File: src/rtl/adder_serial_n.sv
// adder_serial_n: digit-serial N-bit add/subtract reusing one W-bit slice.
// Operands and results move over valid/ready; results are registered.
module adder_n #(
    parameter int W = 8
) (
    input  logic [W-1:0] a,
    input  logic [W-1:0] b,
    input  logic         c_in,
    output logic [W-1:0] sum,
    output logic         c_out,
    output logic         c_msb
);
    assign {c_out, sum} = {1'b0, a} + {1'b0, b} + {{W{1'b0}}, c_in};
    // carry into the top bit, recovered from the top sum bit
    assign c_msb = a[W-1] ^ b[W-1] ^ sum[W-1];
endmodule

module adder_serial_n #(
    parameter int N = 32,
    parameter int W = 8
) (
    input  logic         clk,
    input  logic         rst,
    input  logic         in_valid,
    output logic         in_ready,
    input  logic [N-1:0] a,
    input  logic [N-1:0] b,
    input  logic         c_in,
    input  logic         sub,
    output logic         out_valid,
    input  logic         out_ready,
    output logic [N-1:0] sum,
    output logic         c_out,
    output logic         overflow
);
    localparam int WS = (W < 1) ? 1 : W;
    localparam int K  = N / WS;
    localparam int KW = (K > 1) ? $clog2(K) : 1;
    localparam int BW = (N > 1) ? $clog2(N) : 1;

    if ((W < 1) || (W > N) || ((N % WS) != 0)) begin : g_bad_w
        $error("adder_serial_n: W must divide N and lie in 1..N");
    end

    typedef enum logic [1:0] {IDLE, BUSY, DONE} state_t;

    state_t        state;
    logic [N-1:0]  a_q;
    logic [N-1:0]  b_q;
    logic          carry_q;
    logic [KW-1:0] k;
    logic [BW-1:0] base;
    logic          last;
    logic [W-1:0]  s_dig;
    logic          c_dig;
    logic          m_dig;

    assign base      = BW'(k) * BW'(W);
    assign last      = (k == KW'(K - 1));
    assign in_ready  = (state == IDLE);
    assign out_valid = (state == DONE);

    adder_n #(.W(W)) u_slice (
        .a    (a_q[base +: W]),
        .b    (b_q[base +: W]),
        .c_in (carry_q),
        .sum  (s_dig),
        .c_out(c_dig),
        .c_msb(m_dig)
    );

    always_ff @(posedge clk) begin
        if (rst) begin
            state    <= IDLE;
            k        <= '0;
            carry_q  <= 1'b0;
            a_q      <= '0;
            b_q      <= '0;
            sum      <= '0;
            c_out    <= 1'b0;
            overflow <= 1'b0;
        end else begin
            unique case (state)
                IDLE: begin
                    if (in_valid) begin
                        // subtract is a + ~b + ~c_in
                        a_q     <= a;
                        b_q     <= b ^ {N{sub}};
                        carry_q <= c_in ^ sub;
                        k       <= '0;
                        state   <= BUSY;
                    end
                end
                BUSY: begin
                    sum[base +: W] <= s_dig;
                    carry_q        <= c_dig;
                    k              <= k + 1'b1;
                    if (last) begin
                        c_out    <= c_dig;
                        overflow <= c_dig ^ m_dig;
                        state    <= DONE;
                    end
                end
                DONE: begin
                    if (out_ready) state <= IDLE;
                end
                default: state <= IDLE;
            endcase
        end
    end
endmodule

File: config.mk
export PLATFORM = sky130hd
export DESIGN_NAME = adder_serial_n
export DESIGN_NICKNAME = d
export VERILOG_FILES = /design/src/rtl/adder_serial_n.sv
export SDC_FILE = /design/constraint.sdc
export NUM_CORES = 1
export LEC_CHECK = 0
export BUFFER_PORTS_ARGS = -buffer_cell sky130_fd_sc_hd__buf_2
export CAP_MARGIN = 40
export CORE_MARGIN = 3
export CORE_UTILIZATION = 25
export DETAILED_ROUTE_END_ITERATION = 7
export PLACE_DENSITY = 0.49
export SYNTH_ARGS = -nofsm -noshare
export SYNTH_HDL_FRONTEND = slang
export SYNTH_HIERARCHICAL = 1
export SYNTH_SLANG_ARGS = --single-unit
File: constraint.sdc
create_clock -name clk -period 6.6 [get_ports clk]
set_input_delay 1.32 -clock clk [delete_from_list [all_inputs] [get_ports clk]]
set_output_delay 1.32 -clock clk [all_outputs]
set_load 0.02 [all_outputs]
### Word-level counts from Yosys, hierarchy flattened

Index checks and enable logic that the tools add are counted.

| word-level totals | value |
|---|---|
| flip-flop bits (word level) | 103 |
| input bits | 70 |
| logic and storage cells | 42 |

| operators by class | value |
|---|---|
| add/sub/neg operators | 4 |
| equal/unequal tests | 6 |
| shifts and indexed selects | 4 |
| multiplexer cells | 9 |
| bitwise logic cells | 5 |
| reduce and logical (&&, ||, !) cells | 6 |

Operators by type and width:

| kind | number |
|---|---|
| $shiftx A32 B6 Y8 | 2 |
| $bwmux W32 | 1 |
| $shift A8 B7 Y32 const A | 1 |
| $shiftx A8 B7 Y32 | 1 |
| $xor A32 B32 Y32 | 1 |
| $add A8 B8 Y9 | 1 |
| $add A9 B1 Y9 | 1 |
| $mux W2 | 4 |
| $neg A5 Y7 | 1 |
| $pmux W2 S3 | 1 |
| $reduce_and A2 Y1 | 3 |
| $eq A2 B2 Y1 const B | 2 |
| $ne A2 B2 Y1 const B | 2 |
| $pmux W2 S2 | 1 |
| $xor A1 B1 Y1 | 4 |
| $reduce_and A3 Y1 | 1 |
| $add A2 B1 Y2 const B | 1 |
| $eq A2 B1 Y1 const B | 1 |
| $logic_not A2 Y1 | 1 |
| $ne A2 B1 Y1 const B | 1 |
| $pmux W1 S2 | 1 |
| $reduce_bool A2 Y1 | 1 |
| $mux W1 | 1 |

### Logic depth before layout (Yosys ltp)

Gate-level depths: netlist (run 1).

| logic depth | value |
|---|---|
| depth in word-level cells | 5 |
| mapped depth | 10 |
| depth with buffers taken out | 8 |

### Cells and area by module

Netlist (run 1), hierarchy kept.

Modules (own cells, without submodules):

| module | instances | cells each | area each (µm²) |
|---|---|---|---|
| adder_serial_n | 1 | 476 | 4465.5 |
| adder_n | 1 | 43 | 345.3 |

### Worst setup path after synthesis (run 1)

OpenSTA, ideal clock, no wires.

| timing | value |
|---|---|
| kind | register to register |
| from | register k[1] |
| to | register overflow |
| arrival | 2.877 ns |
| data required time | 6.514 ns |
| slack | 3.638 ns |
| cell stages (with the launch flop) | 11 |
| cells stage by stage | dfxtp_1 clkbuf_1 buf_2 mux4_2 fa_1 fa_1 a21oi_1 o21a_1 o21ai_0 xnor2_1 a211oi_1 |

RTL lines:

| element | RTL line | RTL |
|---|---|---|
| start: declaration | 51 | `logic [KW-1:0] k;` |
| start signal: assignment | 97 | `k <= k + 1'b1;` |
| $shiftx A32 B6 Y8 (on tied branches) | 64, 65 |  |
| $add A8 B8 Y9 * | 13 | `assign {c_out, sum} = {1'b0, a} + {1'b0, b} + {{W{1'b0}}, c_in};` |
| $add A9 B1 Y9 * | 13 |  |
| named net c_dig | 55 | `logic c_dig;` |
| $xor A1 B1 Y1 * | 100 | `overflow <= c_dig ^ m_dig;` |
| end signal: assignment | 100 |  |
| end: declaration | 34 | `output logic overflow` |

Mark *: on every way through the listed nets, which the timed path passes. The rest lies on a longest branch.
A chain may end at the register's enable or synchronous reset.

### Worst setup path in the final report (run 1)

| timing | value |
|---|---|
| from | register k[0] |
| to | register overflow |

The elaborated chain is that of the path after synthesis.

==> results of run 1 <==
==> final cells by class <==
| cell class | count | area share |
|---|---|---|
| Clock buffer | 9 | 0.0387 |
| Sequential cell | 103 | 0.354 |
| Tap cell | 260 | 0.0559 |
| Clock inverter | 7 | 0.00839 |
| Inverter | 8 | 0.00516 |
| Multi-Input combinational cell | 370 | 0.436 |
| Timing Repair Buffer | 110 | 0.102 |
==> metal layers <==
metal,global-route usage,share of wire,up-vias
li1,-,-,1995
met1,0.169,0.47,1837
met2,0.202,0.45,100
met3,0.0371,0.057,21
met4,0.0393,0.019,0
met5,0,0,-
==> power by group through the flow <==
stage | Sequential, mW | Combinational [mW] | Clock, mW
floorplan | 0.685 | 0.163 | 0
global placement | 0.689 | 0.234 | 0
detailed placement | 0.689 | 0.242 | 0
CTS | 0.675 | 0.243 | 0.513
global route | 0.679 | 0.265 | 0.538
finish | 0.675 | 0.240 | 0.499
==> tightest hold or removal path: stages, from the launching register on <==
cell and delay, ns:
dfxtp_1 0.31, nand2_1 0.05, a21oi_1 0.05
==> cells in the mapped netlist (all sizes together), types with 4 or more instances <==
cell type	number
a211oi	33
a32o	8
buf	24
ha	12
nor2	36
xnor2	36
mux4	16
clkbuf	14
dfxtp	103
nand3b	4
nand3	24
nor2b	4
a21oi	65
inv	8
nand2	93
==> worst max-delay path by stage <==
stage	endpoint	slack [ns]
after global routing	sum[12]	2.84
after floorplan	overflow	3.64
final	overflow	3.13
after global placement	overflow	3.19
after detailed placement	overflow	3.14
after CTS	overflow	3.11
==> logic make-up after synthesis <==
| family | Yosys count | synth area share |
|---|---|---|
| muxes | 18 | 0.0791 |
| DFF | 103 | 0.429 |
| buffers and inverters | 46 | 0.0458 |
| and+or+nand+nor | 182 | 0.181 |
| adders and majority gates | 14 | 0.0395 |
| xor gates and xnor gates | 38 | 0.0692 |
| AOI/OAI and AO/OA | 118 | 0.157 |
==> through the flow <==
| step | utilization | instance area (µm²) |
|---|---|---|
| 3_3_place_gp | 0.292 | 5500 |
| 5_1_grt | 0.309 | 5820 |
| 2_1_floorplan | - | 4810 |
| 6_report | 0.309 | 5820 |
| 3_5_place_dp | 0.294 | 5540 |
| 4_1_cts | 0.309 | 5820 |
==> state kept, by name, indices dropped and copies added (netlist names) <==
register,count
a_q,32
sum,32
c_out,1
carry_q,1
state,2
k,2
b_q,32
overflow,1
==> Implementation_results.wiki, run 1 <==
{| class="wikitable"
! Metric !! Value
|-
| Most common cell after layout, fill and taps aside || buf_2
|-
| Number of nets with antenna violations after detailed routing || 0
|-
| Routed length per placed instance || 15.1 µm
|-
| Ranking of synthesized cells by area || dfxtp_1 43%, mux4_2 7.5%, nand2_1 7.3%
|-
| Inserted Diodes || 0
|-
| Max Fclk || 288 MHz
|-
| Post-route minimum period || 3.47 ns
|-
| Post-DR vias/cell || 4.56
|-
| P_sw || 0.406 mW
|-
| Clk_skew || 0.00628 ns
|-
| Category of the most critical setup path || reg -> reg
|-
| Required arrival time at the worst endpoint || 6.87 ns
|-
| Synthesized instance count || 519
|-
| Unrepaired setup endpoints after global routing || false
|-
| Final setup fails || 0
|-
| Clock-pin slew of the registers on the worst-case setup and hold paths || 0.07 ns
|-
| Area of the mapped netlist || 0.00481 mm²
|-
| Num CTS Buffers || 9
|-
| Cell mode on critical path || fa_1
|-
| Layout fillers || 2009
|-
| Count of unresolved DRC violations after routing || 0
|-
| Actual transition at the worst max-transition pin || 0.889 ns
|-
| Total of buffers placed on input and output ports || 105
|-
| Clock net sink count || 103
|-
| Max-Cap Viols || 0
|-
| Status || finished clean
|-
| First-pass GRT wire length || 20800 µm
|-
| Master of the slowest instance on the critical path || mux4_2
|-
| Overall routed net length || 13100 µm
|-
| Estimated wirelength of the detail-placed design || 9820 µm
|-
| CP Launch Type || register
|-
| Synth Net Count || 603
|-
| Final slew viol count || 0
|-
| Highest-count cells in the layout ignoring fill and taps || 105 x buf_2, 103 x dfxtp_1, 93 x nand2_1, 64 x a21oi_1
|-
| Arrival @ worst endpoint || 3.74 ns
|-
| Starting Density || 0.255
|-
| Worst-case vdd ir drop || 0.130 mV
|-
| Multi-input logic area || 0.00253 mm²
|-
| Endpoint, Worst Hold || sum[27]
|-
| Total Power Consumption || 1.41 mW
|-
| Smallest setup slack after layout || 3.13 ns
|-
| Share of power burned in the clock network || 0.353
|-
| Worst hold path class || reg -> reg
|-
| Most area-hungry cell type in the Yosys netlist || dfxtp_1
|-
| Top Family by Delay on Critical Path || adder cells
|-
| Maximum number of pins on one net before global-route repair || 97
|-
| Length in cells of the worst reg-to-reg path || 9
|-
| Top FF cell, synth || dfxtp_1
|-
| Initial antenna violation count || 0
|-
| Ports placed on the boundary || 106
|-
| Area of all sequential standard cells || 0.00206 mm²
|-
| Die ar. || 0.0209 mm²
|-
| Number of levels the H-tree was split into || 3
|-
| GP Congestion || 0.790
|-
| Worst setup path start || k[0]
|-
| Clock insertion delay at the later pin of the skew report || 0.36 ns
|-
| Aggregate negative setup slack || 0 ns
|-
| CP peak stage delay || 0.57 ns
|-
| GRT overflow || 0
|-
| Worst r2r dst || overflow
|-
| Overall routing resource usage || 0.128
|-
| TritonCTS clock tree || done
|-
| Buffers inserted by post-CTS timing repair || 0
|-
| Synth warn || 6
|-
| Largest driver fanout on the critical path || 18
|-
| Cts hold-fix bufs || 0
|-
| Fraction of the cycle the final worst path needs || 0.525
|-
| Net switching share of the total power || 0.287
|-
| Clock tree root driver cell || clkbuf_16
|-
| Logic depth of the worst path, buffers included || 9
|-
| Post-Layout Cell Count || 867
|-
| Number of cells on the worst hold path || 2
|-
| Min-Delay Startpoint || sum[27]
|-
| Maximum clock path buffer count || 2
|-
| Cell count after placement || 851
|-
| Power per cell area || 243 mW/mm²
|-
| Fraction of final layout cells with drive strength greater than 1 || 0.247
|-
| Vias in the first global route || 4031
|-
| Critical Path End Type || register
|-
| Die boundary width || 145 µm
|-
| Synthesized area per cell || 9.27 µm²
|-
| Area delta synth->final || 20.9%
|-
| Die height || 145 µm
|-
| Synth unique cells || 46
|-
| Total of flip-flops plus latches after synthesis || 103
|-
| Pint || 1.01 mW
|-
| Leak pwr || 2.23 nW
|-
| Initial DRC count || 151
|-
| Cells traversed along the worst timing path || buf_4, mux4_2, fa_1, fa_1, a21oi_1, o21a_1, o21ai_0, xnor2_1, a211oi_1
|-
| Number of nets in the layout || 686
|-
| Comb pwr share || 0.170
|-
| Fraction of synthesized cell area taken by the top area cell type || 0.429
|-
| CP bufs+invs || 1
|-
| Number of synthesized flops with an enable pin || 0
|-
| Minimum setup slack after placement || 3.14 ns
|-
| Number of hold violations in the final report || 0
|-
| Cts repair resizes || 0
|-
| Power share of the sequential group || 0.477
|-
| Sequential cell area fraction in the yosys report || 0.429
|-
| Router iterations before antenna repair || 4
|-
| Floorplan core area || 0.0188 mm²
|-
| Relative slew margins || 0.407
|-
| Proportion of synthesized flip-flops having asynchronous set or reset || 0
|-
| Number of placement rows || 50
|-
| Hold Worst Slack || 0.453 ns
|-
| Startpoint of the worst-slack reg-to-reg timing path || k[0]
|-
| Reg2reg setup slack || 3.13 ns
|-
| Via count || 3953
|}
Note: power is estimated with default switching activity, not from simulation.
==> run 2, diff against run 1 <==
Clock period 6.6 ns to 3.45 ns, I/O delays scaled along.
==> Implementation_results.wiki, run 2 (synthesis results as in run 1) <==
{| class="wikitable"
! Metric !! Value
|-
| Number of levels the H-tree was split into || 3
|-
| Most common cell after layout, fill and taps aside || buf_2
|-
| Leak pwr || 2.28 nW
|-
| Top Family by Delay on Critical Path || compound AO/OA/AOI/OAI gates
|-
| Critical Path End Type || register
|-
| Share of power burned in the clock network || 0.364
|-
| Pint || 2.03 mW
|-
| First-pass GRT wire length || 20600 µm
|-
| Clock tree root driver cell || clkbuf_16
|-
| Number of hold violations in the final report || 0
|-
| Overall routed net length || 13000 µm
|-
| Total of buffers placed on input and output ports || 105
|-
| Number of placement rows || 50
|-
| P_sw || 0.747 mW
|-
| Final slew viol count || 0
|-
| Biggest regs || a_q x32, b_q x32, sum x32
|-
| Clock-pin slew of the registers on the worst-case setup and hold paths || 0.07 ns
|-
| Non-Filler Cell Area, Final || 0.00589 mm²
|-
| Cts hold-fix bufs || 0
|-
| Maximum clock path buffer count || 2
|-
| Reg2reg setup slack || 0.32 ns
|-
| Maximum number of pins on one net before global-route repair || 97
|-
| Net switching share of the total power || 0.269
|-
| Cell count after placement || 856
|-
| Die ar. || 0.0209 mm²
|-
| Actual transition at the worst max-transition pin || 0.767 ns
|-
| Status || finished clean
|-
| Unrepaired setup endpoints after global routing || false
|-
| Master of the slowest instance on the critical path || mux4_2
|-
| Hold Worst Slack || 0.449 ns
|-
| Fraction of the cycle the final worst path needs || 0.907
|-
| Worst-case vdd ir drop || 0.246 mV
|-
| Final setup fails || 0
|-
| Vias in the first global route || 3848
|-
| Die height || 145 µm
|-
| Clk_skew || 0.00956 ns
|-
| Ports placed on the boundary || 106
|-
| Layout fillers || 1993
|-
| Buffers inserted by post-CTS timing repair || 0
|-
| Arrival @ worst endpoint || 3.40 ns
|-
| GP Congestion || 0.788
|-
| Clock net sink count || 103
|-
| Instance area at placement || 0.00560 mm²
|-
| Cells traversed along the worst timing path || buf_4, mux4_2, ha_1, a21o_1, a21oi_2, nor4b_1, a311o_1, nand3_1, a21oi_1
|-
| Post-route minimum period || 3.13 ns
|-
| Largest driver fanout on the critical path || 12
|-
| Worst hold path class || reg -> reg
|-
| CP Launch Type || register
|-
| Number of nets in the layout || 691
|-
| Cts repair resizes || 0
|-
| Die boundary width || 145 µm
|-
| Max Fclk || 320 MHz
|-
| Count of unresolved DRC violations after routing || 0
|-
| Initial antenna violation count || 0
|-
| Relative slew margins || 0.489
|-
| Comb pwr share || 0.170
|-
| Estimated wirelength of the detail-placed design || 9830 µm
|-
| Power per cell area || 472 mW/mm²
|-
| Router iterations before antenna repair || 5
|-
| GRT overflow || 0
|-
| Required arrival time at the worst endpoint || 3.72 ns
|-
| Aggregate negative setup slack || 0 ns
|-
| Post-DR vias/cell || 4.54
|-
| Clock insertion delay at the later pin of the skew report || 0.35 ns
|-
| Number of nets with antenna violations after detailed routing || 0
|-
| Inserted Diodes || 0
|-
| CP peak stage delay || 0.54 ns
|-
| Num CTS Buffers || 9
|-
| TritonCTS clock tree || done
|-
| Power share of the sequential group || 0.466
|-
| Fraction of final layout cells with drive strength greater than 1 || 0.249
|-
| Floorplan core area || 0.0188 mm²
|-
| Final core area utilization || 0.313
|-
| Initial DRC count || 228
|-
| Highest-count cells in the layout ignoring fill and taps || 105 x buf_2, 103 x dfxtp_1, 93 x nand2_1, 64 x a21oi_1
|-
| Area delta synth->final || 22.4%
|-
| Max-Cap Viols || 0
|-
| Category of the most critical setup path || reg -> reg
|-
| CP bufs+invs || 1
|-
| Post-Layout Cell Count || 871
|-
| Starting Density || 0.255
|-
| Routed length per placed instance || 15.0 µm
|-
| Overall routing resource usage || 0.127
|-
| Via count || 3950
|}
-- run 2: cell types whose count changed in the layout (fill, tap and decap cells not counted) --
| cell | before | now |
|---|---|---|
| buf_4 | 3 | 7 |
| clkinvlp_4 | 4 | 0 |
| buf_12 | 0 | 2 |
| clkbuf_1 | 0 | 2 |
| buf_8 | 1 | 0 |
| bufinv_16 | 0 | 1 |
| clkbuf_8 | 0 | 1 |
| clkinv_2 | 2 | 1 |
| clkinv_4 | 0 | 1 |
| inv_6 | 1 | 0 |
-- run 2: tightest hold or removal path: stages (launching register included) --
cell     delay [ns]
dfxtp_1        0.31
nand2_1        0.05
a21oi_1        0.05
-- run 2: cell type report --
class	count	area [µm²]	area share
Clock inverter	3	43.8	0.00744
Tap cell	260	325	0.0552
Sequential cell	103	2060	0.350
Timing Repair Buffer	115	646	0.110
Clock buffer	12	246	0.0419
Inverter	8	30.0	0.00510
Multi-Input combinational cell	370	2530	0.431
-- run 2: metrics by stage --
step | power, mW | setup WS [ns]
after global routing | 2.91 | 0.0619
after detailed placement | 1.80 | 0.312
after floorplan | 1.62 | 0.488
after CTS | 2.82 | 0.290
after global placement | 1.78 | 0.435
final | 2.78 | 0.322
-- run 2: path summary, 6_finish.rpt --
check | start | end | cells after the start
setup / recovery | k[0] | sum[23] | 9
hold / removal | sum[27] | sum[27] | 2
setup reg to reg | k[0] | sum[23] | 9
hold reg to reg | sum[27] | sum[27] | 2
-- run 2: routing by layer --
metal | wire length (µm) | track usage | vias to the layer above
met2 | 5840 | 0.194 | 108
met1 | 6340 | 0.176 | 1827
met3 | 607 | 0.0312 | 16
met4 | 242 | 0.0461 | 0
met5 | 0 | 0 | -
li1 | - | - | 1999
-- run 2: power by group through the flow --
stage,logic [mW],registers [mW],clock network (mW)
finish,0.472,1.29,1.01
global route,0.518,1.30,1.09
CTS,0.476,1.30,1.05
detailed placement,0.475,1.32,0
global placement,0.461,1.32,0
floorplan,0.312,1.31,0
